--- config.mk ---
export PLATFORM = sky130hd
export DESIGN_NAME = adc_sample_fifo
export DESIGN_NICKNAME = d
export VERILOG_FILES = /design/src/rtl/adc_sample_fifo.sv
export SDC_FILE = /design/constraint.sdc
export NUM_CORES = 1
export LEC_CHECK = 0
export CAP_MARGIN = 20
export CORE_MARGIN = 3
export CORE_UTILIZATION = 53
export CTS_CLUSTER_DIAMETER = 60
export CTS_CLUSTER_SIZE = 40
export DETAILED_ROUTE_END_ITERATION = 7
export GPL_TIMING_DRIVEN = 0
export PLACE_DENSITY = 0.82
export SLEW_MARGIN = 25
export SYNTH_ARGS = -nofsm -noshare
export SYNTH_HDL_FRONTEND = slang
export SYNTH_SLANG_ARGS = --single-unit
--- constraint.sdc ---
create_clock -name clk -period 3.5 [get_ports clk]
set_input_delay 0.525 -clock clk [delete_from_list [all_inputs] [get_ports clk]]
set_output_delay 0.525 -clock clk [all_outputs]
set_load 0.03 [all_outputs]
--- src/rtl/adc_sample_fifo.sv ---
// -----------------------------------------------------------------------------
// adc_sample_fifo
// Captures 16-bit ADC samples on drdy, optionally box-car averages them,
// buffers the results in a circular FIFO and serialises each word MSB-first
// as two bytes over a valid/ready handshake.
//
// Optional feature macro: ADC_SAMPLE_AVG_EN
//   defined   -> 2^AVG_LOG2 captured samples are averaged into one write word
//   undefined -> every captured sample is a write word, AVG_LOG2 unused
//
// Ports
//   clk       in   system clock, rising edge
//   res       in   synchronous active-high reset
//   en        in   capture enable (low also clears the averager)
//   drdy      in   one-cycle sample strobe
//   din       in   16-bit unsigned sample
//   tx_data   out  byte being offered
//   tx_valid  out  tx_data valid
//   tx_ready  in   consumer accepts byte on tx_valid & tx_ready
//   level     out  words held in the FIFO (not counting the serialiser word)
//   ovf       out  sticky overflow flag
//   ovf_clr   in   clears ovf and drop_cnt
//   drop_cnt  out  dropped-word count, saturating at 255
// -----------------------------------------------------------------------------
module adc_sample_fifo #(
    parameter int unsigned DEPTH_LOG2 = 4,
    parameter int unsigned AVG_LOG2   = 2
) (
    input  logic                  clk,
    input  logic                  res,
    input  logic                  en,
    input  logic                  drdy,
    input  logic [15:0]           din,
    output logic [7:0]            tx_data,
    output logic                  tx_valid,
    input  logic                  tx_ready,
    output logic [DEPTH_LOG2:0]   level,
    output logic                  ovf,
    input  logic                  ovf_clr,
    output logic [7:0]            drop_cnt
);

    localparam int unsigned DEPTH = 1 << DEPTH_LOG2;
    localparam int unsigned LVL_W = DEPTH_LOG2 + 1;

    typedef enum logic [1:0] {
        S_IDLE = 2'd0,
        S_HI   = 2'd1,
        S_LO   = 2'd2
    } state_t;

    logic [15:0]           r_mem [DEPTH];
    logic [DEPTH_LOG2-1:0] r_wr_ptr;
    logic [DEPTH_LOG2-1:0] r_rd_ptr;
    logic [LVL_W-1:0]      r_level;
    logic [15:0]           r_hold;
    logic                  r_ovf;
    logic [7:0]            r_drop_cnt;
    state_t                r_state;
    state_t                w_next_state;

    logic                  w_word_valid;
    logic [15:0]           w_word;
    logic                  w_full;
    logic                  w_push;
    logic                  w_pop;
    logic                  w_drop;

`ifdef ADC_SAMPLE_AVG_EN
    localparam int unsigned ACC_W = 16 + AVG_LOG2;

    logic [ACC_W-1:0]    r_acc;
    logic [AVG_LOG2-1:0] r_cnt;
    logic [ACC_W-1:0]    w_sum;
    logic                w_last;

    assign w_sum        = r_acc + ACC_W'(din);
    assign w_last       = (r_cnt == {AVG_LOG2{1'b1}});
    assign w_word_valid = drdy & en & w_last;
    // Truncating divide by 2^AVG_LOG2: keep the top 16 bits of the sum.
    assign w_word       = w_sum[ACC_W-1:AVG_LOG2];

    // Accumulator: partial sums are discarded whenever capture is disabled.
    always_ff @(posedge clk) begin
        if (res || !en) begin
            r_acc <= '0;
            r_cnt <= '0;
        end else if (drdy) begin
            if (w_last) begin
                r_acc <= '0;
                r_cnt <= '0;
            end else begin
                r_acc <= w_sum;
                r_cnt <= r_cnt + AVG_LOG2'(1);
            end
        end
    end
`else
    logic w_unused_avg;

    assign w_unused_avg = &{1'b0, 32'(AVG_LOG2)};
    assign w_word_valid = drdy & en;
    assign w_word       = din;
`endif

    // Full is judged on the registered level; a same-cycle pop does not free a slot.
    assign w_full = (r_level == LVL_W'(DEPTH));
    assign w_push = w_word_valid & ~w_full;
    assign w_drop = w_word_valid &  w_full;
    assign w_pop  = (r_state == S_IDLE) && (r_level != '0);

    // FIFO storage needs no reset; only pointers and level define contents.
    always_ff @(posedge clk) begin
        if (w_push) begin
            r_mem[r_wr_ptr] <= w_word;
        end
    end

    // Pointers, level and serialiser holding register.
    always_ff @(posedge clk) begin
        if (res) begin
            r_wr_ptr <= '0;
            r_rd_ptr <= '0;
            r_level  <= '0;
            r_hold   <= '0;
        end else begin
            if (w_push) begin
                r_wr_ptr <= r_wr_ptr + DEPTH_LOG2'(1);
            end
            if (w_pop) begin
                r_rd_ptr <= r_rd_ptr + DEPTH_LOG2'(1);
                r_hold   <= r_mem[r_rd_ptr];
            end
            case ({w_push, w_pop})
                2'b10:   r_level <= r_level + LVL_W'(1);
                2'b01:   r_level <= r_level - LVL_W'(1);
                default: r_level <= r_level;
            endcase
        end
    end

    // Overflow bookkeeping; a drop in the same cycle as ovf_clr wins.
    always_ff @(posedge clk) begin
        if (res) begin
            r_ovf      <= 1'b0;
            r_drop_cnt <= '0;
        end else if (w_drop) begin
            r_ovf <= 1'b1;
            if (ovf_clr) begin
                r_drop_cnt <= 8'd1;
            end else if (r_drop_cnt != 8'hFF) begin
                r_drop_cnt <= r_drop_cnt + 8'd1;
            end
        end else if (ovf_clr) begin
            r_ovf      <= 1'b0;
            r_drop_cnt <= '0;
        end
    end

    // Serialiser state register.
    always_ff @(posedge clk) begin
        if (res) begin
            r_state <= S_IDLE;
        end else begin
            r_state <= w_next_state;
        end
    end

    // Serialiser next state: IDLE -> HI -> LO -> IDLE, advancing on handshake.
    always_comb begin
        w_next_state = r_state;
        case (r_state)
            S_IDLE:  if (r_level != '0) w_next_state = S_HI;
            S_HI:    if (tx_ready)      w_next_state = S_LO;
            S_LO:    if (tx_ready)      w_next_state = S_IDLE;
            default: w_next_state = S_IDLE;
        endcase
    end

    // Serialiser outputs decoded from the registered state and hold word.
    always_comb begin
        tx_valid = 1'b0;
        tx_data  = 8'h00;
        case (r_state)
            S_HI: begin
                tx_valid = 1'b1;
                tx_data  = r_hold[15:8];
            end
            S_LO: begin
                tx_valid = 1'b1;
                tx_data  = r_hold[7:0];
            end
            default: ;
        endcase
    end

    assign level    = r_level;
    assign ovf      = r_ovf;
    assign drop_cnt = r_drop_cnt;

endmodule
-- After elaboration in Yosys (flattened, before gate mapping)
Memory sizes are Yosys's and may differ from the RTL's. A register that Yosys moved wholly into a read port is not among the register bits.
Cells that the tools add are included.
W data, S select, Z words.
- memory bits (writable): 256
- memory bits (read-only): 0
- flip-flop bits (word level): 24
- memories: 1
- latch bits: 0
- bits of input ports: 22
- muxes and demuxes: 15
- divide/modulo/power cells: 0
- multipliers: 0
- equality and inequality tests: 9
- reductions and logical operators: 9
- shift operators: 0
- magnitude comparators: 0
- bitwise operators: 4
- $add $sub $neg: 5
- memory list (name ; words ; width ; rd ports ; clocked after Yosys merged registers in ; write ports ; line ; RTL):
    r_mem ; 16 ; 16 ; 1 ; 1 ; 1 ; 52 ; logic [15:0] r_mem [DEPTH];
- operators by type and width (cell ; count):
    $mux W8 ; 4
    $pmux W8 S2 ; 1
    $pmux W5 S2 ; 1
    $add A4 B1 Y4 const B ; 2
    $add A8 B1 Y8 const B ; 1
    $ne A8 B8 Y1 const B ; 1
    $mux W2 ; 3
    $pmux W2 S3 ; 1
    $reduce_bool A2 Y1 ; 3
    $add A5 B1 Y5 const B ; 1
    $eq A5 B5 Y1 const B ; 1
    $mux W1 ; 5
    $reduce_bool A5 Y1 ; 1
    $sub A5 B1 Y5 const B ; 1
    $eq A2 B1 Y1 const B ; 2
    $eq A2 B2 Y1 const B ; 2
    $ne A2 B2 Y1 const B ; 2
    $and A1 B1 Y1 ; 3
    $reduce_and A3 Y1 ; 1
    $logic_not A2 Y1 ; 1
    $ne A2 B1 Y1 const B ; 1
    $reduce_and A2 Y1 ; 1
    $reduce_or A2 Y1 ; 1
    $logic_and A1 B1 Y1 ; 1
    $not A1 Y1 ; 1

-- Logic depth before layout (Yosys ltp)
Gate-level depths: netlist of the first run.
- depth in word-level cells: 5
- mapped depth: 13

-- Least setup slack after synthesis of the first run
Ideal clock, no wire load.
- path kind: register -> register
- start point: register r_level[4], in the netlist level[4]
- end point: register r_level[4], in the netlist level[4]
- setup slack: 0.339 ns
- stages on the path, launching flop included: 13
- arrival time: 3.079 ns
- period minus slack after synthesis: 3.161 ns
- path through: dfxtp_1 -> bufbuf_16 -> inv_1 -> a21oi_1 -> clkbuf_1 -> ha_1 -> clkbuf_1 -> xor2_1 -> ha_1 -> a21oi_1 -> o2bb2ai_1 -> or4_1 -> o2111ai_1
- elaborated cells on any way between the ends: 11
- classes of those cells: 2 x add/sub; 3 x eq/ne; 1 x mux; 2 x bitwise; 3 x reduce/logical
- RTL lines (item ; line ; RTL):
    start, declared ; 55 ; logic [LVL_W-1:0] r_level;
    start signal, assigned ; 135 ; 2'b10: r_level <= r_level + LVL_W'(1);
    start signal, assigned ; 136 ; 2'b01: r_level <= r_level - LVL_W'(1);
    start signal, assigned ; 137 ; default: r_level <= r_level;
    $reduce_bool A5 Y1 * ; 110 ; assign w_pop = (r_state == S_IDLE) && (r_level != '0);
    $logic_and A1 B1 Y1 * ; 110 ;
    named net w_pop ; 66 ; logic w_pop;
    $eq A2 B1 Y1 / $eq A2 B2 Y1 (equally long branches) ; 134 ; case ({w_push, w_pop})
    $pmux W5 S2 / $reduce_bool A2 Y1 (equally long branches) ; -- ;
Mark *: on every way through the listed nets, which the timed path passes. The rest lies on a longest branch.
A chain may end at the register's enable or synchronous reset.

-- Final worst setup path of the first run
- start point: register r_state[1]
- end point: register r_level[4], in the netlist level[4]
- longest elaborated chain between the ends: 4
- elaborated cells on any way between the ends: 6
- classes of those cells: 2 x eq/ne; 1 x mux; 3 x reduce/logical
- RTL lines (item ; line ; RTL):
    start, declared ; 59 ; state_t r_state;
    start signal, assigned ; 165 ; r_state <= w_next_state;
    $logic_not A2 Y1 * ; 110 ;
    $logic_and A1 B1 Y1 * ; 110 ;
    named net w_pop ; 66 ;
    $eq A2 B1 Y1 / $eq A2 B2 Y1 (equally long branches) ; 134 ;
    $pmux W5 S2 / $reduce_bool A2 Y1 (equally long branches) ; -- ;
Marked as above.

==> key figures, run 1 <==
Cells and area
  • Most common cell after layout, fill and taps aside: edfxtp_1
  • Commonest non-fill, non-tap cells in the layout: 256 x edfxtp_1, 69 x mux2i_1, 50 x nor2_1
  • Fillers: 1,442
  • Diodes inserted: 0
  • Nets@finish: 832
  • Synth-to-Final Area Change: 14.2%
  • Layout cell share with drive strength beyond 1: 14.7%

Synth
  • Synthesized area per cell: 16.6 sq um
  • Synth Flop Type: edfxtp_1
  • Yosys warns: 0
  • Asr flop ratio synth: 0%
  • Netlist Area Pre-Place: 0.0118 sq mm
  • EDFF count, synth: 256
  • FF+latch count, synth: about 300
  • Seq/Total Area, Yosys: between 70% and 80%
  • Net count after synthesis: 748
  • Syn Inst Count: ~700
  • Distinct cells, synth: 49

Global route
  • Vias in the first global route: 6,864
  • Largest net degree at the start of global routing: 29
  • GRT overflow: 0
  • Initial antenna violation count: 0
  • Global-route wire length before repair: 38,900 um
  • GRT Overall Usage: a little over a fifth

Floorplanning
  • Core box area: 0.0214 sq mm
  • FP Rows: 53
  • # IOs: 45
  • Initial Util: 55.1%
  • Die H: 155 um
  • DIE AREA: around 0.024 sq mm
  • Die width: ~160 um

Critical path
  • Most common cell on crit path: ha_1
  • CP Launch Type: flip-flop
  • Worst-path cell chain: inv_1 -> ha_1 -> inv_1 -> a21oi_2 -> clkbuf_2 -> ha_1 -> clkbuf_1 -> xor2_1 -> ha_1 -> a21oi_1 -> o2bb2ai_1 -> or4_1 -> o2111ai_1
  • Worst path max stage delay: between 400 and 500 ps
  • CP endpoint kind: flip-flop
  • Setup CP Type: flip-flop to flip-flop
  • R2R Setup Slk: 280 ps
  • Slowest CP cell: or4_1
  • Max FO, Critical Path: 11
  • Arrival @ worst endpoint: approximately 3600 ps
  • Worst EP required: 3920 ps

Timing
  • Fin Setup TNS: 0 ps
  • Tmin final: 3220 ps
  • Post-route clock period utilization: 92.1%
  • Pins Over Slew Limit: 0
  • Slew @ Worst Pin: 973 ps
  • Fmax: 310 MHz
  • Setup violators final: 0
  • Slew headroom: 35.1%
  • Final Hold Vio Count: 0
  • Clk_skew: 19.2 ps
  • RSZ-0062 raised after global routing: false

Min path
  • Hold crit path type: flip-flop to flip-flop

Placed design
  • HPWL after DPL: 17,200 um
  • GP Congestion: around 0.9
  • PortBufs: 44

Flow run
  • Maxcap violations: 0

Power
  • Design Power: roughly 8.3 mW
  • Leakage power: 4.14 nW
  • Max IR drop VDD: 0.390 mV
  • Pwr dens: between 600 and 700 mW/mm^2

Detailed routing
  • Starting DRT DRC Count: 722
  • DRC viols: 0
  • Drt via density: around 6.3
  • Final ANT Viol Nets: 0
  • Via Count: 6,820
  • First drt pass iteration count: 5
  • Drt wl/cell: 23.7 um
  • WL final: 25,700 um

CTS
  • Clk buf depth: 3
  • CTS buffer count: 18
  • Root buf cell: clkbuf_16
  • Hold buffer count at cts: 0
  • Clock Sinks: 296
  • H-tree depth: 1
  • Postcts setup bufs: 0
  • Worst-path clk slew: approximately 90 ps
  • Clk_lat worst skew: 510 ps
  • CTS tree: done

Status
  • Outcome: finished clean
-- worst paths after layout --
kind / start / endpoint / cells past startpoint
worst max-delay path: r_state[1]$_SDFFE_PP0P_ / level[4]$_SDFFE_PP0P_ / 13
worst min-delay path: ovf$_SDFFE_PP0P_ / ovf$_SDFFE_PP0P_ / 2
worst max register to register: r_state[1]$_SDFFE_PP0P_ / level[4]$_SDFFE_PP0P_ / 13
worst min register to register: ovf$_SDFFE_PP0P_ / ovf$_SDFFE_PP0P_ / 2
-- area by class of cell --
class                   count  area, sq um  share of cell area [%]
clock inverters            13          140                    1.04
flip-flops and latches    296         8490                    63.0
well taps                 275          344                    2.55
clock buffers              19          475                    3.53
multi-input cells         362         3120                    23.1
plain buffers              45          233                    1.73
inverters                   8         30.0                   0.223
repair buffers             64          651                    4.83
-- per-layer routing --
layer / wire, um / track usage [%] / up-vias
met5: 0 / 0 / -
li1: - / - / 2976
met3: 2350 / 4.12 / 89
met2: 12700 / 35.3 / 392
met1: 9700 / 28.0 / 3363
met4: 925 / 7.34 / 0
-- critical path: cells and delay by family, from the launching register on --
kind | cells | cell delay [ps]
buffers and inverters | 4 | 860
AOI/OAI and AO/OA | 4 | 640
adders and majority gates | 3 | 600
and+or+nand+nor | 1 | 480
DFF | 1 | 340
xor gates and xnor gates | 1 | 200
-- power by group --
part	internal, mW	switching [mW]	total (mW)
Clock	1.06	1.23	2.29
Sequential	3.96	0.0985	4.06
Combinational	0.764	1.14	1.90
-- registers in the layout, summed over array words and instances (netlist names) --
| signal | cells |
|---|---|
| r_wr_ptr | 4 |
| r_rd_ptr | 4 |
| drop_cnt | 8 |
| level | 5 |
| r_mem | 256 |
| r_state | 2 |
| r_hold | 16 |
| ovf | 1 |
-- synthesized netlist by cell type, types with 3 or more instances --
cell type    n  area (sq um)
nor3_1       8          40.0
buf_6        3          33.8
a22oi_1     25           188
or4_1        3          22.5
edfxtp_1   256          7690
mux4_2      32           721
buf_2        6          30.0
a211oi_1     3          22.5
a21oi_1     10          50.1
a31oi_1      3          18.8
and3_1       3          18.8
nand3_1      9          45.0
dfxtp_1     40           801
a311oi_1    16           140
o21ai_0      3          15.0
mux2i_1     69           691
buf_1        4          15.0
xor2_1       5          43.8
nand2b_1     5          31.3
inv_1        8          30.0
nor2b_1     11          68.8
nor2_1      62           233
or3_1        4          25.0
o22ai_1     33           206
nand2_1     14          52.6
clkbuf_1    30           113
ha_1        15           188
xnor2_1      4          35.0
-- cell families (layout without fill, tap and decap cells) --
group | after synthesis | in the layout | share of synthesized area (%)
compound gates | 106 | 106 | 6.38
xor+xnor | 9 | 9 | 0.668
fa+ha+maj | 15 | 15 | 1.59
buf+inv | 53 | 149 | 2.22
flops | 296 | 296 | 71.9
mux | 101 | 101 | 12.0
simple gates | 131 | 131 | 5.29
-- metrics by stage --
stage	instances	cell area, sq um	hold slack (ps)	util, %	worst slack [ps]
2_1_floorplan	711	11800	476	-	339
3_3_place_gp	1030	12600	459	58.8	-776
3_5_place_dp	1050	12800	473	60.0	-41.6
4_1_cts	1082	13500	486	62.9	29.8
5_1_grt	1082	13500	530	62.9	29.0
6_report	1082	13500	482	62.9	278
-- what timing repair did --
| action | 4_1_cts | 5_1_grt |
|---|---|---|
| resized for setup | 1 | 2 |
| pin swaps | 0 | 0 |
| setup endpoints to repair | 2 | 2 |
| gates cloned | 0 | 0 |
No activity file was read; power rests on OpenSTA's default activity.
==> run 2: changes to the inputs <==
Settings changed: CAP_MARGIN 20 to not set, CORE_MARGIN 3 to not set.
==> key figures, run 2 (synthesized netlist as in run 1, its figures left out) <==
Critical path
  • Arrival @ worst endpoint: roughly 2700 ps
  • Slowest CP cell: clkdlybuf4s50_1
  • Reg2reg start: r_state[1]$_SDFFE_PP0P_
  • Worst-path cell chain: inv_1 -> ha_1 -> clkbuf_1 -> a22oi_1 -> nor2b_1 -> clkdlybuf4s50_1
  • Cells on worst reg2reg path: 13
  • CP Capture Point: tx_data[7]
  • Max FO, Critical Path: 9
  • Worst path max stage delay: 730 ps
  • Setup CP Type: flip-flop to output pin
  • CP endpoint kind: output pin
  • Reg-to-reg endpoint: level[4]$_SDFFE_PP0P_
  • Top cell family by delay on the critical path: buffers and inverters
  • CP Launch Type: flip-flop
  • CP Depth: 6
  • CP Buf/Inv Count: 3
  • Worst EP required: just under 3000 ps
  • CP Launch Point: r_state[1]$_SDFFE_PP0P_
  • R2R Setup Slk: 300 ps

Power
  • Pwr dens: 623 mW/mm^2
  • Max IR drop VDD: 0.363 mV
  • Leakage power: 4.18 nW

Timing
  • Fin Setup TNS: 0 ps
  • Slew @ Worst Pin: 932 ps
  • Hold WS: roughly 480 ps
  • Slew headroom: 37.9%
  • RSZ-0062 raised after global routing: false
  • Clk_skew: ~29 ps
  • Setup violators final: 0
  • Post-route clock period utilization: between 90% and 100%
  • Tmin final: 3200 ps
  • Pins Over Slew Limit: 0
  • Fmax: 312 MHz
  • Final Hold Vio Count: 0

Floorplanning
  • Die H: 151 um
  • Die width: 151 um
  • Core box area: 0.0218 sq mm
  • FP Rows: 54
  • # IOs: 45
  • Initial Util: 54.1%
  • DIE AREA: about 0.023 sq mm

Placed design
  • GP Congestion: 0.874
  • HPWL after DPL: 17,200 um
  • PortBufs: 44

Detailed routing
  • Drt wl/cell: 23.7 um
  • WL final: between 20,000 and 30,000 um
  • Drt via density: between 6 and 7
  • DRC viols: 0
  • Final ANT Viol Nets: 0
  • Via Count: 6,797
  • First drt pass iteration count: 5
  • Starting DRT DRC Count: 785

Cells and area
  • Synth-to-Final Area Change: 15.0%
  • Most common cell after layout, fill and taps aside: edfxtp_1
  • Diodes inserted: 0
  • Largest register FFs: about 260
  • Top reg by flops: r_mem
  • Nets@finish: between 800 and 900
  • Layout cell share with drive strength beyond 1: 14.6%
  • Commonest non-fill, non-tap cells in the layout: 256 x edfxtp_1, 69 x mux2i_1, 50 x nor2_1

CTS
  • Clk buf depth: 3
  • H-tree depth: 1
  • CTS buffer count: 18
  • Worst-path clk slew: 100 ps
  • CTS tree: done
  • Clk_lat worst skew: 520 ps
  • Root buf cell: clkbuf_16
  • Hold buffer count at cts: 0
  • Clock Sinks: around 300

Global route
  • Initial antenna violation count: 0
  • Largest net degree at the start of global routing: 31
  • Global-route wire length before repair: 38,000 um
  • Vias in the first global route: 6,578
  • GRT overflow: 0
  • GRT Overall Usage: 23.0%

Flow run
  • Maxcap violations: 0

Status
  • Outcome: finished clean

Min path
  • Hold crit path type: flip-flop to flip-flop
  • WHS Path Cells: 2
[run 2: changes by cell type in the layout (fill, tap and decap cells not counted), moves of 2 or more]
cell,before,now
buf_8,4,8
clkinvlp_4,2,0
clkinv_2,3,0
bufinv_16,0,2
clkbuf_1,29,31
buf_6,11,9
buf_4,9,7
inv_8,0,3
[run 2: stage by stage]
stage,util [%],instance area (sq um),std cells,power (mW),worst slack (ps)
2_1_floorplan,-,11800,711,5.41,339
3_3_place_gp,57.7,12600,1035,5.90,-902
3_5_place_dp,59.0,12900,1055,5.98,-93.0
4_1_cts,62.1,13600,1087,8.43,16.2
5_1_grt,62.2,13600,1087,8.75,110
6_report,62.2,13600,1087,8.46,297
[run 2: metal layers]
layer / vias to the layer above / wire (um) / part of all wire [%] / track usage (%)
li1: 2990 / - / - / -
met1: 3416 / 10300 / 40 / 30.5
met2: 322 / 12700 / 49 / 38.3
met3: 69 / 1930 / 7.5 / 3.77
met4: 0 / 922 / 3.6 / 8.65
met5: - / 0 / 0 / 0
[run 2: area by class of cell]
cell class	count	area (sq um)
plain buffers	45	233
clock buffers	21	483
clock inverters	11	188
fillers	1495	8250
inverters	8	30.0
multi-input cells	362	3130
flip-flops and latches	296	8490
well taps	280	350
repair buffers	64	673
[run 2: power by group]
part	internal (mW)	switching, mW	leakage (nW)
clock	1.23	1.25	0.326
combinational	0.776	1.14	1.22
sequential	3.96	0.100	2.63
total	5.97	2.50	4.18
[run 2: worst min-delay path by stage]
| stage | start | end | slack, ps |
|---|---|---|---|
| 2_1_floorplan | r_hold[0]$_SDFFE_PP0P_ | r_hold[0]$_SDFFE_PP0P_ | 480 |
| 3_3_place_gp | ovf$_SDFFE_PP0P_ | ovf$_SDFFE_PP0P_ | 460 |
| 3_5_place_dp | ovf$_SDFFE_PP0P_ | ovf$_SDFFE_PP0P_ | 460 |
| 4_1_cts | ovf$_SDFFE_PP0P_ | ovf$_SDFFE_PP0P_ | 480 |
| 5_1_grt | r_hold[12]$_SDFFE_PP0P_ | r_hold[12]$_SDFFE_PP0P_ | 520 |
| 6_report | ovf$_SDFFE_PP0P_ | ovf$_SDFFE_PP0P_ | 480 |
[run 2: tightest hold or removal path: stages (launching register included)]
cell and delay [ps]:
dfxtp_1 320, nand2b_1 60, a21oi_1 60
[run 2: what timing repair did]
action | CTS | global route
pin swaps | 0 | 0
cloned | 0 | 0
resized for setup | 1 | 5
setup buffers | 0 | 0
endpoints found under the setup margin | 2 | 2
